===== config.mk =====
export PLATFORM = sky130hd
export DESIGN_NAME = display_scanner
export DESIGN_NICKNAME = d
export VERILOG_FILES = /design/src/rtl/display_scanner.sv
export SDC_FILE = /design/constraint.sdc
export NUM_CORES = 1
export LEC_CHECK = 0
export CORE_AREA = 2 2 94 96
export CTS_CLUSTER_DIAMETER = 50
export CTS_CLUSTER_SIZE = 28
export DETAILED_ROUTE_END_ITERATION = 8
export DIE_AREA = 0 0 96 98
export PLACE_DENSITY = 0.72
export SYNTH_ARGS = -nofsm -noshare
export SYNTH_HDL_FRONTEND = slang
export SYNTH_SLANG_ARGS = --single-unit

===== constraint.sdc =====
create_clock -name clk -period 2.4 [get_ports clk]
set_clock_uncertainty 0.05 [all_clocks]
set_input_delay 0.72 -clock clk [delete_from_list [all_inputs] [get_ports clk]]
set_output_delay 0.72 -clock clk [all_outputs]
set_load 0.005 [all_outputs]

===== src/rtl/display_scanner.sv =====
`default_nettype none
// ============================================================================
// display_scanner : time-multiplexed 7-segment scan controller with paged
//                   digit banks, LZ blanking, dead time and PWM brightness.
// Revision        : 1.0
// ============================================================================
module display_scanner #(
  parameter int NUM_DIGITS   = 8,
  parameter int NUM_PAGES    = 2,
  parameter int SCAN_DIV     = 2048,
  parameter int BLANK_CYCLES = 16,
  parameter int BRIGHT_W     = 4
) (
  input  logic                                              clk,
  input  logic                                              rst_n,
  input  logic [NUM_PAGES*NUM_DIGITS*4-1:0]                 digits,
  input  logic [NUM_PAGES*NUM_DIGITS-1:0]                   dp_mask,
  input  logic [((NUM_PAGES > 1) ? $clog2(NUM_PAGES) : 1)-1:0] page_sel,
  input  logic                                              lz_suppress,
  input  logic [BRIGHT_W-1:0]                               brightness,
  output logic [NUM_DIGITS-1:0]                             an,
  output logic [3:0]                                        digit_out,
  output logic                                              dp_n,
  output logic                                              blank,
  output logic                                              frame_tick
);

  localparam int PRE_W   = $clog2(SCAN_DIV);
  localparam int SLOT_W  = $clog2(NUM_DIGITS);
  localparam int PAGE_W  = (NUM_PAGES > 1) ? $clog2(NUM_PAGES) : 1;

  logic [PRE_W-1:0]      presc_q, presc_d;
  logic [SLOT_W-1:0]     slot_q, slot_d;
  logic [PAGE_W-1:0]     page_q, page_d;

  logic [NUM_DIGITS-1:0] an_q, an_d;
  logic [3:0]            digit_q, digit_d;
  logic                  dp_q, dp_d;
  logic                  blank_q, blank_d;
  logic                  tick_q, tick_d;

  logic [3:0]            nib_sel;
  logic                  dp_sel;
  logic                  upper_zero;
  logic                  dead, pwm_off, suppressed, off;

  // Page requests are only honoured as the last slot of a frame wraps.
  always_comb begin
    presc_d = presc_q + PRE_W'(1);
    slot_d  = slot_q;
    page_d  = page_q;
    if (presc_q == PRE_W'(SCAN_DIV - 1)) begin
      if (slot_q == SLOT_W'(NUM_DIGITS - 1)) begin
        slot_d = '0;
        if ({1'b0, page_sel} < (PAGE_W + 1)'(NUM_PAGES)) begin
          page_d = page_sel;
        end
      end else begin
        slot_d = slot_q + SLOT_W'(1);
      end
    end
  end

  always_comb begin
    nib_sel    = '0;
    dp_sel     = 1'b0;
    upper_zero = 1'b1;
    for (int p = 0; p < NUM_PAGES; p++) begin
      if (PAGE_W'(p) == page_q) begin
        for (int d = 0; d < NUM_DIGITS; d++) begin
          if (SLOT_W'(d) == slot_q) begin
            nib_sel = digits[(p*NUM_DIGITS + d)*4 +: 4];
            dp_sel  = dp_mask[p*NUM_DIGITS + d];
          end
          if ((SLOT_W'(d) >= slot_q) && (digits[(p*NUM_DIGITS + d)*4 +: 4] != 4'h0)) begin
            upper_zero = 1'b0;
          end
        end
      end
    end
  end

  assign dead       = (presc_q < PRE_W'(BLANK_CYCLES));
  assign pwm_off    = (brightness != '1) && (presc_q[PRE_W-1 -: BRIGHT_W] >= brightness);
  assign suppressed = lz_suppress && (slot_q != '0) && upper_zero;
  assign off        = dead | pwm_off | suppressed;

  always_comb begin
    an_d    = off ? '1 : ~(NUM_DIGITS'(1) << slot_q);
    digit_d = nib_sel;
    dp_d    = off ? 1'b1 : ~dp_sel;
    blank_d = off;
    tick_d  = (presc_q == '0) && (slot_q == '0);
  end

  always_ff @(posedge clk or negedge rst_n) begin
    if (!rst_n) begin
      presc_q <= '0;
      slot_q  <= '0;
      page_q  <= '0;
      an_q    <= '1;
      digit_q <= '0;
      dp_q    <= 1'b1;
      blank_q <= 1'b1;
      tick_q  <= 1'b0;
    end else begin
      presc_q <= presc_d;
      slot_q  <= slot_d;
      page_q  <= page_d;
      an_q    <= an_d;
      digit_q <= digit_d;
      dp_q    <= dp_d;
      blank_q <= blank_d;
      tick_q  <= tick_d;
    end
  end

  assign an         = an_q;
  assign digit_out  = digit_q;
  assign dp_n       = dp_q;
  assign blank      = blank_q;
  assign frame_tick = tick_q;

endmodule
`default_nettype wire

==> summary.txt <==
Overall Power: 1.22 mW
Top cells by area, synth: dfrtp_1 20%, dfstp_2 11%, ha_1 6.1%, nand2_1 5.5%, nand3_1 4.1%
Synth cell types: 60
Relative slew margins: 0.660
# fillers: 760
Critical Path Sink Type: flop
Die Span Y: 98 um
Maxcap violations: 0
Worst slew pin tran: 510 ps
Mux cell area share after synthesis: 0.0179
CTS tree: done
Outcome: complete, no violations
Avg WL per Cell: 17.3 um
Netlist Area Pre-Place: 2450 um2
# setup viols final: 0
Antenna Cells: 0
Simple-Gate Fraction of Synth Area: 0.267
Initial antenna violation count: 0
Worst path cell trace: clkdlybuf4s50_1, or4_4, a2111oi_4, o21ai_1, and4_4, nand3_1
Post-synth top flop: dfrtp_1
Crit path launch type: input pin
Maximum fanout along the worst path: 5
I/O Buffers: 102
Final Hold Viols: 0
IO Pins: 103
Slowest cell on crit path: or4_4
CTS Buffer Depth: 2
Remaining Overflow, GRT: 0
DRT antenna net count: 0
Post-Route WL: 9.89 mm
Delay-heaviest family, CP: simple AND/OR/NAND/NOR gates
Clk slew on worst S/H paths: 60 ps
Largest family of logic cells by synthesized area: simple AND/OR/NAND/NOR gates
Die Wd: 96 um
First-pass GRT wire length: 15.3 mm
CP Class: in -> reg
Yosys Warn Count: 0
Vias in the first global route: 3,036
Vias: 3,088
Clk sinks: 30
Xor/xnor share of the synthesized area: 0.0321
Starting Density: 0.290
Largest net degree at the start of global routing: 31
Avg Synthesized Cell Area: 8.07 um2
Post-synth EDFFs: 0
Maximum vdd drop: 0.170 mV
Critical Path RT: 2570 ps
Final WS setup: 10.4 ps
Tcrit/Tclk final: 0.996
Hpwl dp: 7.88 mm
Setup WS pre-CTS: -576 ps
Compound-cell area share of the yosys netlist: 0.248
Root Buffer: clkbuf_8
Final core utilization: 0.513
Final setup TNS: 0 ps
Crit path DAT: 2560 ps
All-Layer GR Usage: 0.211
Post-synthesis net count: 404
Share of cells above drive strength 1: 0.252
Area Overhead vs Synth: 77.0%
# DRC: 0
Post-synth top area share: 0.204
DR pass1 iterations: 4
Worst-Skew Late Latency: 280 ps
Yosys reg bits: 30
Worst path max stage delay: 570 ps
Die area: 9410 um2
Core region area: 8470 um2
Post-route minimum period: 2390 ps
Rows: 34
Final nets: 563
CTS H-tree lvls: 2
Sequential share of the synthesized area: 0.311
R2r setup slk: 130 ps
DR iter-0 viols: 238
Num CTS Buffers: 5
RSZ-0062 raised after global routing: no
Post-Synth Adder-Cell Area: 0.0612
Slew Viols, Final: 0
Fmax: 418 MHz
Synth Instances: 304
WP buf/inv: 1
Leakage power: 2.02 nW
Pwr dens: 281 nW/um2
Hold WC Path Type: reg -> reg
Ys async rst share: 1.00
Post-DR vias/cell: 5.40
Most area-hungry cell type in the Yosys netlist: dfrtp_1
Placer Congestion: 0.928
[routing by layer]
metal | track usage | share of wire | vias to the layer above
li1 | - | - | 1460
met1 | 0.290 | 0.42 | 1473
met2 | 0.341 | 0.47 | 141
met3 | 0.0316 | 0.085 | 14
met4 | 0.0626 | 0.018 | 0
met5 | 0 | 0 | -
[logic make-up (layout without fill, tap and decap cells)]
group,Yosys count,count (layout)
and+or+nand+nor,127,128
DFF,30,30
AOI/OAI and AO/OA,86,86
buffers and inverters,37,196
xor gates and xnor gates,9,9
muxes,3,3
adders and majority gates,12,12
[state kept, by name (all words and copies together) (netlist names)]
register    cells
presc_q        11
an              8
digit_out       4
slot_q          3
blank           1
dp_n            1
frame_tick      1
page_q          1
[layout by cell type (no fill, tap or decap), types with 3 or more instances in the layout]
| cell | Yosys | layout |
|---|---|---|
| a31oi_1 | 3 | 3 |
| dlymetal6s2s_1 | 0 | 26 |
| clkbuf_8 | 0 | 6 |
| a21oi_1 | 18 | 18 |
| nand2b_1 | 6 | 5 |
| nand4_1 | 4 | 4 |
| nor2_1 | 13 | 13 |
| dlygate4sd2_1 | 0 | 5 |
| o211ai_1 | 8 | 8 |
| o21ai_0 | 18 | 17 |
| a22oi_1 | 3 | 3 |
| nor4_2 | 1 | 6 |
| nand3_1 | 20 | 17 |
| inv_1 | 15 | 15 |
| nor3_1 | 11 | 11 |
| nor4_1 | 15 | 9 |
| a211oi_1 | 3 | 3 |
| xnor2_1 | 5 | 5 |
| ha_1 | 12 | 10 |
| clkdlybuf4s50_1 | 0 | 71 |
| xor2_1 | 4 | 4 |
| dfstp_2 | 10 | 10 |
| buf_4 | 1 | 70 |
| dfrtp_1 | 20 | 19 |
| nand3_2 | 1 | 4 |
| nand2_1 | 36 | 36 |
| and3_1 | 9 | 9 |
| nor2b_1 | 3 | 3 |
[timing repair]
item / CTS / global route
gates cloned: 1 / 0
buffers inserted: 0 / 0
endpoints found under the setup margin: 10 / 13
hold buffers: 0 / 0
gates resized for setup: 19 / 37
pin swaps: 6 / 15
[cell type report]
| class | instances | area [um2] | share of cell area |
|---|---|---|---|
| clock buffer | 7 | 86.3 | 0.0199 |
| inverter | 16 | 63.8 | 0.0147 |
| clock inverter | 1 | 5.00 | 0.00115 |
| multi-input combinational | 238 | 1680 | 0.387 |
| tap | 108 | 135 | 0.0311 |
| timing repair buffer | 172 | 1610 | 0.370 |
| sequential | 30 | 764 | 0.176 |
[worst paths after layout]
kind / from / endpoint / depth (start not counted)
max: digits[61] / an[4] / 6
min: presc_q[0] / presc_q[0] / 1
max reg2reg: slot_q[0] / an[4] / 8
min reg2reg: presc_q[0] / presc_q[0] / 1
max in group asynchronous: rst_n / an[5] / 2
min in group asynchronous: rst_n / presc_q[7] / 2
[cells in the mapped netlist (2+ instances only)]
cell and count:
a2111oi_0 3, a211oi_1 3, a21o_1 2, a21oi_1 18, a221o_1 2, a221oi_1 3, a22oi_1 3, a311oi_1 2
a31oi_1 3, and3_1 9, buf_2 3, clkbuf_1 16, dfrtp_1 20, dfstp_2 10, ha_1 12, inv_1 15
nand2_1 36, nand2b_1 6, nand3_1 20, nand4_1 4, nor2_1 13, nor2b_1 3, nor3_1 11, nor4_1 15
o211ai_1 8, o21a_1 2, o21ai_0 18, o221ai_1 2, o221ai_2 2, o22ai_1 2, or4_1 2, xnor2_1 5
xor2_1 4
[report_power, final]
part | internal (mW) | switching [mW]
combinational | 0.194 | 0.103
sequential | 0.514 | 0.00141
clock | 0.231 | 0.176
[through the flow]
| step | area, um2 | cells | hold WS, ps |
|---|---|---|---|
| after floorplan | 2460 | 304 | 374 |
| after global placement | 4040 | 563 | 422 |
| after detailed placement | 4040 | 563 | 443 |
| after CTS | 4200 | 572 | 452 |
| after global routing | 4340 | 572 | 485 |
| final | 4340 | 572 | 448 |
Power figures use the tool's default switching activity.
==> variant, RTL diff (same settings) <==
Register the output `digit_out` once more, without a reset; this adds one clock of latency there. The other outputs are not delayed to match.
--- a/src/rtl/display_scanner.sv
+++ b/src/rtl/display_scanner.sv
@@ -118,3 +118,5 @@
   assign an         = an_q;
-  assign digit_out  = digit_q;
+  always_ff @(posedge clk) begin
+    digit_out <= digit_q;
+  end
   assign dp_n       = dp_q;
Formal check against the unedited RTL: not equivalent (a bounded check fails within 4 cycles, from zero or initial values and one cycle with rst_n low).
==> variant against the unedited design <==
- utilization is 2.1 points lower
- synthesized area grew 8.8%
- routed wire length decreased by 4.1%
- via count shrank 0.84%
- total power up 18%
- setup slack better by 45 ps
- design area decreased by 4.1%
- worst hold slack worse by 160 ps
- sequential cell count is 4 higher
- global-route usage down 1.0 points
==> variant: results (changes against the unedited design) <==
Synth async-reset ratio 88.2% (was 100%); Initial DRC Count 262 (was 238); final worst slack 55.0 ps (was 10.4 ps); status completed (unchanged); Layout fillers 807 (was 760); Met2 Routed Length 4350 µm (was 4690 µm); Crit path largest cell delay 430 ps (was 570 ps); GR Layer Usage met2 31.6% (was 34.1%); DR WL met3 781 µm (was 845 µm); WL final 9480 µm (was 9890 µm); Inst Count DP 540 (was 563); Hold Path Stages 0 (was 1); CTS buffer count 5 (unchanged); CP delay by family, top buffers and inverters (was simple AND/OR/NAND/NOR gates); Syn Area/Cell 8.45 µm² (was 8.07 µm²); Largest register FFs 11 (unchanged); hold worst-path end digit_out[3] (was presc_q[0]); mux share of post-synthesis cell area 2.44% (was 1.79%); Leakage 1.69 nW (was 2.02 nW); Arr. time, crit path 2520 ps (was 2560 ps); vias in the first global route 2893 (was 3036); total grt overflow 0 (unchanged); Max IR drop VDD 0.255 mV (was 0.170 mV); first-pass GRT wire length 14800 µm (was 15300 µm); Mapped Nets 416 (was 404); Avg WL per Cell 17.2 µm (was 17.3 µm); length of routed wiring on met1 4060 µm (was 4180 µm); reg-to-reg slack, setup 140 ps; Post-synth top cells nand2_1 (24), nand3_1 (22), dfrtp_1 (20) (was nand2_1 (36), dfrtp_1 (20), nand3_1 (20)); Seq/Total Area, Yosys 31.6% (was 31.1%); XOR/XNOR share of the synthesized area 2.95% (was 3.21%); Adder-Cell Fraction of Synth Area 5.63% (was 6.12%); pre-CTS setup slack -466 ps (was -576 ps); Reg with most FFs presc_q (unchanged); CTS root buffer clkbuf_8 (unchanged); hold slack 291 ps (was 448 ps); area of the multi-input gates 1720 µm² (was 1680 µm²); Worst-Margin Slew 465 ps (was 510 ps); Synth Area in Compound Gates 22.2% (was 24.8%); Sw Share 21.9% (was 23.0%); Synth area leaders dfrtp_1 (19%), dfstp_2 (9.8%), ha_1 (5.6%) (was dfrtp_1 (20%), dfstp_2 (11%), ha_1 (6.1%)); Pre-antenna DRT Iters 5 (was 4); placed standard-cell area 3980 µm² (was 4040 µm²); final RePlAce weighted congestion 0.907 (was 0.928); CP max FO 4 (was 5); clk buf depth 2 (unchanged); M3 GR Usage 3.24% (was 3.16%); GRT met1 Usage 27.5% (was 29.0%); min-delay src digit_q[3] (was presc_q[0]); worst reg2reg path depth 9 (was 8); layout cells sized above 1 16.5% (was 25.2%); GRT Util Overall 20.1% (was 21.1%); largest net degree at the start of global routing 40 (was 31); via count 3062 (was 3088); Final HPWL DP 7520 µm (was 7880 µm); CP max-delay cell clkdlybuf4s50_1 (was or4_4); CP Launch Point digits[21] (was digits[61])
## variant: power by group through the flow
stage,clock network [mW],logic (mW),registers [mW]
after floorplan,0,0.0635,0.604
after global placement,0,0.293,0.605
after detailed placement,0,0.296,0.605
after CTS,0.552,0.302,0.595
after global routing,0.565,0.326,0.596
final,0.542,0.305,0.595
## variant: what timing repair did
action	4_1_cts	5_1_grt
endpoints found under the setup margin	9	11
gates cloned	1	0
buffers inserted	2	0
gates resized for setup	3	7
pin swaps	5	3
## variant: area by class of cell
| cell class | instances | area share (%) |
|---|---|---|
| multi-input cells | 249 | 41.3 |
| clock inverters | 1 | 0.721 |
| clock buffers | 7 | 2.07 |
| repair buffers | 138 | 31.2 |
| well taps | 108 | 3.25 |
| flip-flops and latches | 34 | 20.3 |
| inverters | 14 | 1.26 |
